==> config.mk <==
export PLATFORM = sky130hd
export DESIGN_NAME = coin_pulse_conditioner
export DESIGN_NICKNAME = d
export VERILOG_FILES = /design/src/rtl/coin_pulse_conditioner.sv
export SDC_FILE = /design/constraint.sdc
export NUM_CORES = 1
export LEC_CHECK = 0
export BUFFER_PORTS_ARGS = -buffer_cell sky130_fd_sc_hd__buf_4
export CAP_MARGIN = 0
export CORE_ASPECT_RATIO = 1.1
export CORE_MARGIN = 5
export CORE_UTILIZATION = 56
export DETAILED_ROUTE_END_ITERATION = 12
export HOLD_SLACK_MARGIN = 0.06
export PLACE_DENSITY = 0.79
export SLEW_MARGIN = 25
export SYNTH_ARGS = -nofsm -noshare
export SYNTH_HDL_FRONTEND = slang
export SYNTH_SLANG_ARGS = --single-unit
==> constraint.sdc <==
create_clock -name clk -period 1.5 [get_ports clk]
set_input_delay 0.075 -clock clk [delete_from_list [all_inputs] [get_ports clk]]
set_output_delay 0.075 -clock clk [all_outputs]
set_load 0.02 [all_outputs]
==> src/rtl/coin_pulse_conditioner.sv <==
// Coin-chute front end: synchronise, debounce and edge-detect nickel/dime sensors, then
// arbitrate into exclusive one-cycle pulses. Optional per-coin counters under COIN_COUNT_EN.
module coin_pulse_conditioner #(
  parameter int unsigned DEBOUNCE_CYCLES = 16,
  parameter int unsigned MIN_GAP         = 1
) (
  input  logic clk,
  input  logic rst,
  input  logic nickel_raw,
  input  logic dime_raw,
  output logic nickel,
  output logic dime,
  output logic reject,
  output logic busy
`ifdef COIN_COUNT_EN
  ,
  output logic [7:0] nickel_count,
  output logic [7:0] dime_count
`endif
);

  localparam int unsigned CW = $clog2(DEBOUNCE_CYCLES);
  localparam int unsigned HW = (MIN_GAP > 1) ? $clog2(MIN_GAP) : 1;
  localparam logic [CW-1:0] DEB_LAST  = CW'(DEBOUNCE_CYCLES - 1);
  localparam logic [HW-1:0] HOLD_LAST = HW'(MIN_GAP - 1);

  typedef enum logic [1:0] {IDLE, EMIT_N, EMIT_D, HOLD} state_t;

  // bit 0 = nickel channel, bit 1 = dime channel
  logic [1:0]    s1, s2, deb, deb_q;
  logic [CW-1:0] cnt [2];

  state_t        state;
  logic [HW-1:0] hcnt;
  logic          pend_n, pend_d;
  logic [1:0]    rise;
  logic          collide, take_n, take_d;
  logic          pend_n_nxt, pend_d_nxt, reject_nxt;

  // Synchronise and debounce: a level is accepted only after a full stable window
  always_ff @(posedge clk or posedge rst) begin
    if (rst) begin
      s1     <= '0;
      s2     <= '0;
      deb    <= '0;
      deb_q  <= '0;
      cnt[0] <= '0;
      cnt[1] <= '0;
    end else begin
      s1    <= {dime_raw, nickel_raw};
      s2    <= s1;
      deb_q <= deb;
      for (int i = 0; i < 2; i++) begin
        if (s2[i] == deb[i]) begin
          cnt[i] <= '0;
        end else if (cnt[i] == DEB_LAST) begin
          cnt[i] <= '0;
          deb[i] <= ~deb[i];
        end else begin
          cnt[i] <= cnt[i] + CW'(1);
        end
      end
    end
  end

  // Pending-coin bookkeeping: simultaneous arrivals collide, arrivals on a pending channel overrun
  always_comb begin
    rise       = deb & ~deb_q;
    collide    = rise[0] & rise[1];
    take_d     = (state == IDLE) & pend_d;
    take_n     = (state == IDLE) & ~pend_d & pend_n;
    pend_n_nxt = (pend_n & ~take_n) | (rise[0] & ~rise[1] & ~pend_n);
    pend_d_nxt = (pend_d & ~take_d) | (rise[1] & ~rise[0] & ~pend_d);
    reject_nxt = collide | (rise[0] & ~rise[1] & pend_n) | (rise[1] & ~rise[0] & pend_d);
  end

  always_ff @(posedge clk or posedge rst) begin
    if (rst) begin
      pend_n <= 1'b0;
      pend_d <= 1'b0;
      reject <= 1'b0;
    end else begin
      pend_n <= pend_n_nxt;
      pend_d <= pend_d_nxt;
      reject <= reject_nxt;
    end
  end

  // Arbiter: dime wins, one pulse per grant, then a holdoff before the next grant.
  // busy is registered from next-cycle values so it tracks pend/state without lag.
  always_ff @(posedge clk or posedge rst) begin
    if (rst) begin
      state  <= IDLE;
      hcnt   <= '0;
      nickel <= 1'b0;
      dime   <= 1'b0;
      busy   <= 1'b0;
    end else begin
      nickel <= 1'b0;
      dime   <= 1'b0;
      case (state)
        IDLE: begin
          if (take_d) begin
            state <= EMIT_D;
            dime  <= 1'b1;
            busy  <= 1'b1;
          end else if (take_n) begin
            state  <= EMIT_N;
            nickel <= 1'b1;
            busy   <= 1'b1;
          end else begin
            busy <= pend_n_nxt | pend_d_nxt;
          end
        end
        EMIT_N, EMIT_D: begin
          state <= HOLD;
          hcnt  <= '0;
          busy  <= 1'b1;
        end
        HOLD: begin
          if (hcnt == HOLD_LAST) begin
            state <= IDLE;
            busy  <= pend_n_nxt | pend_d_nxt;
          end else begin
            hcnt <= hcnt + HW'(1);
            busy <= 1'b1;
          end
        end
      endcase
    end
  end

`ifdef COIN_COUNT_EN
  // Saturating accepted-coin counters
  always_ff @(posedge clk or posedge rst) begin
    if (rst) begin
      nickel_count <= '0;
      dime_count   <= '0;
    end else begin
      if (nickel && (nickel_count != 8'hFF)) nickel_count <= nickel_count + 8'd1;
      if (dime && (dime_count != 8'hFF))     dime_count   <= dime_count + 8'd1;
    end
  end
`endif

endmodule

==> impl_metrics.sql <==
INSERT INTO impl_metrics (metric_group, metric, value, unit) VALUES
('drt', 'wirelength_met1', '664', 'µm'),
('sta', 'max_freq', '719', 'MHz'),
('run', 'maxCapViolCount', '0', ''),
('placed_design', 'dpl-instance-area', '0.00108', 'mm²'),
('global_routing', 'globalRouteOverflowTotal', '0', ''),
('drt', 'postRouteWirelength', '1480', 'µm'),
('floorplan', 'core_region_area', '0.00174', 'mm²'),
('power', 'largest_voltage_drop_on_the_vdd_net', '0.759', 'mV'),
('global_routing', 'grt_pass1_vias', '616', ''),
('clocking', 'worst_skew_pair.late_latency', '0.30', 'ns'),
('sta', 'final_hold_viol_count', '0', ''),
('logic_synthesis', 'synth-adder-area-share', '0.0623', ''),
('logic_synthesis', 'postSynthAreaPerCell', '12.0', 'µm²'),
('floorplan', 'io_count', '8', ''),
('sta', 'tightest_slew', '0.341', 'ns'),
('sta', 'finalMaxSlewViolations', '0', ''),
('finish', 'fin_util', '0.667', ''),
('finish', 'design_area', '0.00116', 'mm²'),
('global_routing', 'grt_start_max_net_pins', '25', ''),
('floorplan', 'fp.dieH', '54.4', 'µm'),
('setup_path', 'crit_fanout', '4', ''),
('setup_path', 'critPathCaptureType', 'register', ''),
('clocking', 'numCtsBuffers', '3', ''),
('logic_synthesis', 'area_of_the_mapped_netlist', '0.00100', 'mm²'),
('drt', 'detailedRoute.firstPassIterationCount', '2', ''),
('placed_design', 'post-dp-hpwl', '1060', 'µm'),
('power', 'static-leakage-power', '0.547', 'nW'),
('clocking', 'cts_htree_levels', '1', ''),
('setup_path', 'timing.critical_path.buf_inv', '1', ''),
('placed_design', 'buffer_ports.inserted', '7', ''),
('sta', 'final-setup-viol-count', '0', ''),
('sta', 'slew_headroom', '0.771', ''),
('floorplan', 'dieWidth', '50.4', 'µm'),
('setup_path', 'cell_family_contributing_the_most_delay_on_the_critical_path', 'compound AO/OA/AOI/OAI gates', ''),
('logic_synthesis', 'xor_and_xnor_area_share_after_synthesis', '0.0349', ''),
('logic_synthesis', 'netlist_top_cells_count', '24 x dfrtp_1, 7 x inv_1, 6 x nor2_1', ''),
('drt', 'via_count', '635', ''),
('global_routing', 'wire_length_of_the_first_global_routing_pass', '2680', 'µm'),
('clocking', 'post_cts_resized', '0', ''),
('setup_path', 'critPathRequiredTime', '1.69', 'ns'),
('logic_synthesis', 'synth-compound-area-share', '0.137', ''),
('drt', 'detail_route.drc_violations', '0', ''),
('setup_path', 'timing.critical_path.arrival', '1.59', 'ns'),
('placed_design', 'place.gp.congestion', '0.786', ''),
('global_routing', 'grt_antenna_before_repair', '0', ''),
('drt', 'dr.max_layer_used', 'met4', ''),
('finish', 'final_net_count', '108', ''),
('clocking', 'clk_pin_slew_worst_paths', '0.13', 'ns'),
('logic_synthesis', 'synth_top_family_by_area', 'compound AO/OA/AOI/OAI gates', ''),
('setup_path', 'cpPeakStageDelay', '0.40', 'ns'),
('floorplan', 'floorplan_die_area', '0.00274', 'mm²'),
('sta', 'rsz0062_at_grt', 'false', ''),
('drt', 'detailedRoute.firstIterationViolations', '6', ''),
('clocking', 'clockBufferDepth', '2', ''),
('sta', 'skew', '0.00468', 'ns'),
('drt', 'met3WireLength', '59', 'µm'),
('logic_synthesis', 'synth_simple_gate_area_frac', '0.112', ''),
('logic_synthesis', 'synth-async-reset-ratio', '1.00', ''),
('floorplan', 'initial_core_util', '0.577', ''),
('logic_synthesis', 'ys_dominant_reg_cell', 'dfrtp_1', ''),
('logic_synthesis', 'synth_cells', '84', ''),
('global_routing', 'grt.total_usage', '0.131', ''),
('outcome', 'outcome', 'finished clean', ''),
('logic_synthesis', 'seq_area_frac_synth', '0.598', ''),
('power', 'power_per_cell_area', '1380', 'mW/mm²'),
('drt', 'wire_per_inst', '12.8', 'µm'),
('clocking', 'clockRootBuffer', 'clkbuf_4', ''),
('finish', 'diodes', '0', ''),
('setup_path', 'timing.critical_path.from_type', 'register', ''),
('min_path', 'hold_path.class', 'in -> async', ''),
('logic_synthesis', 'ys.warnings.count', '0', '');
==> tightest hold or removal path: stages <==
cell	delay (ns)
dlygate4sd3_1	0.54
buf_4	0.14
inv_1	0.05
buf_4	0.27
==> through the flow <==
step           total power, mW  setup slack (ns)  hold slack [ns]  instances
4_1_cts                   1.62             0.116            0.352        116
3_3_place_gp              1.13             0.193            0.131        109
5_1_grt                   1.71            0.0211            0.387        116
2_1_floorplan             1.06             0.257           0.0896         84
6_report                  1.61             0.110            0.368        116
3_5_place_dp              1.16             0.139            0.144        109
==> timing repair <==
item	4_1_cts	5_1_grt
setup endpoints to repair	0	0
hold buffers	3	0
endpoints found under the hold margin	26	0
buffers inserted	0	0
==> cells in the final DEF, fill, tap and decap left out, types with 3 or more instances in the layout <==
cell	netlist	final
a21oi_1	5	5
ha_1	5	5
o21ai_0	5	5
buf_4	1	8
inv_1	7	7
nand2b_1	3	3
nor2_1	6	6
xnor2_1	4	4
dfrtp_1	24	24
dlygate4sd3_1	0	3
nand2_1	4	4
clkbuf_4	0	3
==> worst paths after layout <==
check / from / end / slack [ns] / cells after the start
worst min-delay path: rst / s1[0] / 0.37 / 4
worst max-delay path: state[0] / state[1] / 0.11 / 5
worst max register to register: state[0] / state[1] / 0.11 / 5
min in group clk: s1[0] / s2[0] / 0.37 / 0
worst min register to register: s1[0] / s2[0] / 0.37 / 0
max in group asynchronous: rst / busy / 0.91 / 4
==> where the power goes <==
group	internal [mW]	switching (mW)
combinational	0.185	0.221
clock	0.270	0.181
sequential	0.710	0.0386
==> final cells by class <==
class                   count  area [µm²]
flip-flops and latches     24         601
fillers                   127         579
multi-input cells          52         370
repair buffers             11        90.1
clock inverters             1        30.0
inverters                   7        26.3
clock buffers               3        22.5
well taps                  18        22.5
==> metal layers <==
layer  up-vias  GRT usage
met1       298      0.161
met2        10      0.215
met3         4     0.0354
li1        323          -
met5         -          0
met4         0     0.0596
==> cells by family (layout without fill, tap and decap cells) <==
family / count (synthesis) / in the layout
mux: 2 / 2
compound gates: 20 / 20
flops: 24 / 24
xor+xnor: 4 / 4
simple gates: 21 / 21
buf+inv: 8 / 22
fa+ha+maj: 5 / 5
==> sequential cells by signal, summed over array words and instances (netlist names) <==
signal  cells
cnt         8
dime        1
state       2
pend_d      1
pend_n      1
busy        1
nickel      1
s2          2
reject      1
deb_q       2
s1          2
deb         2
No activity file was read; power rests on OpenSTA's default activity.
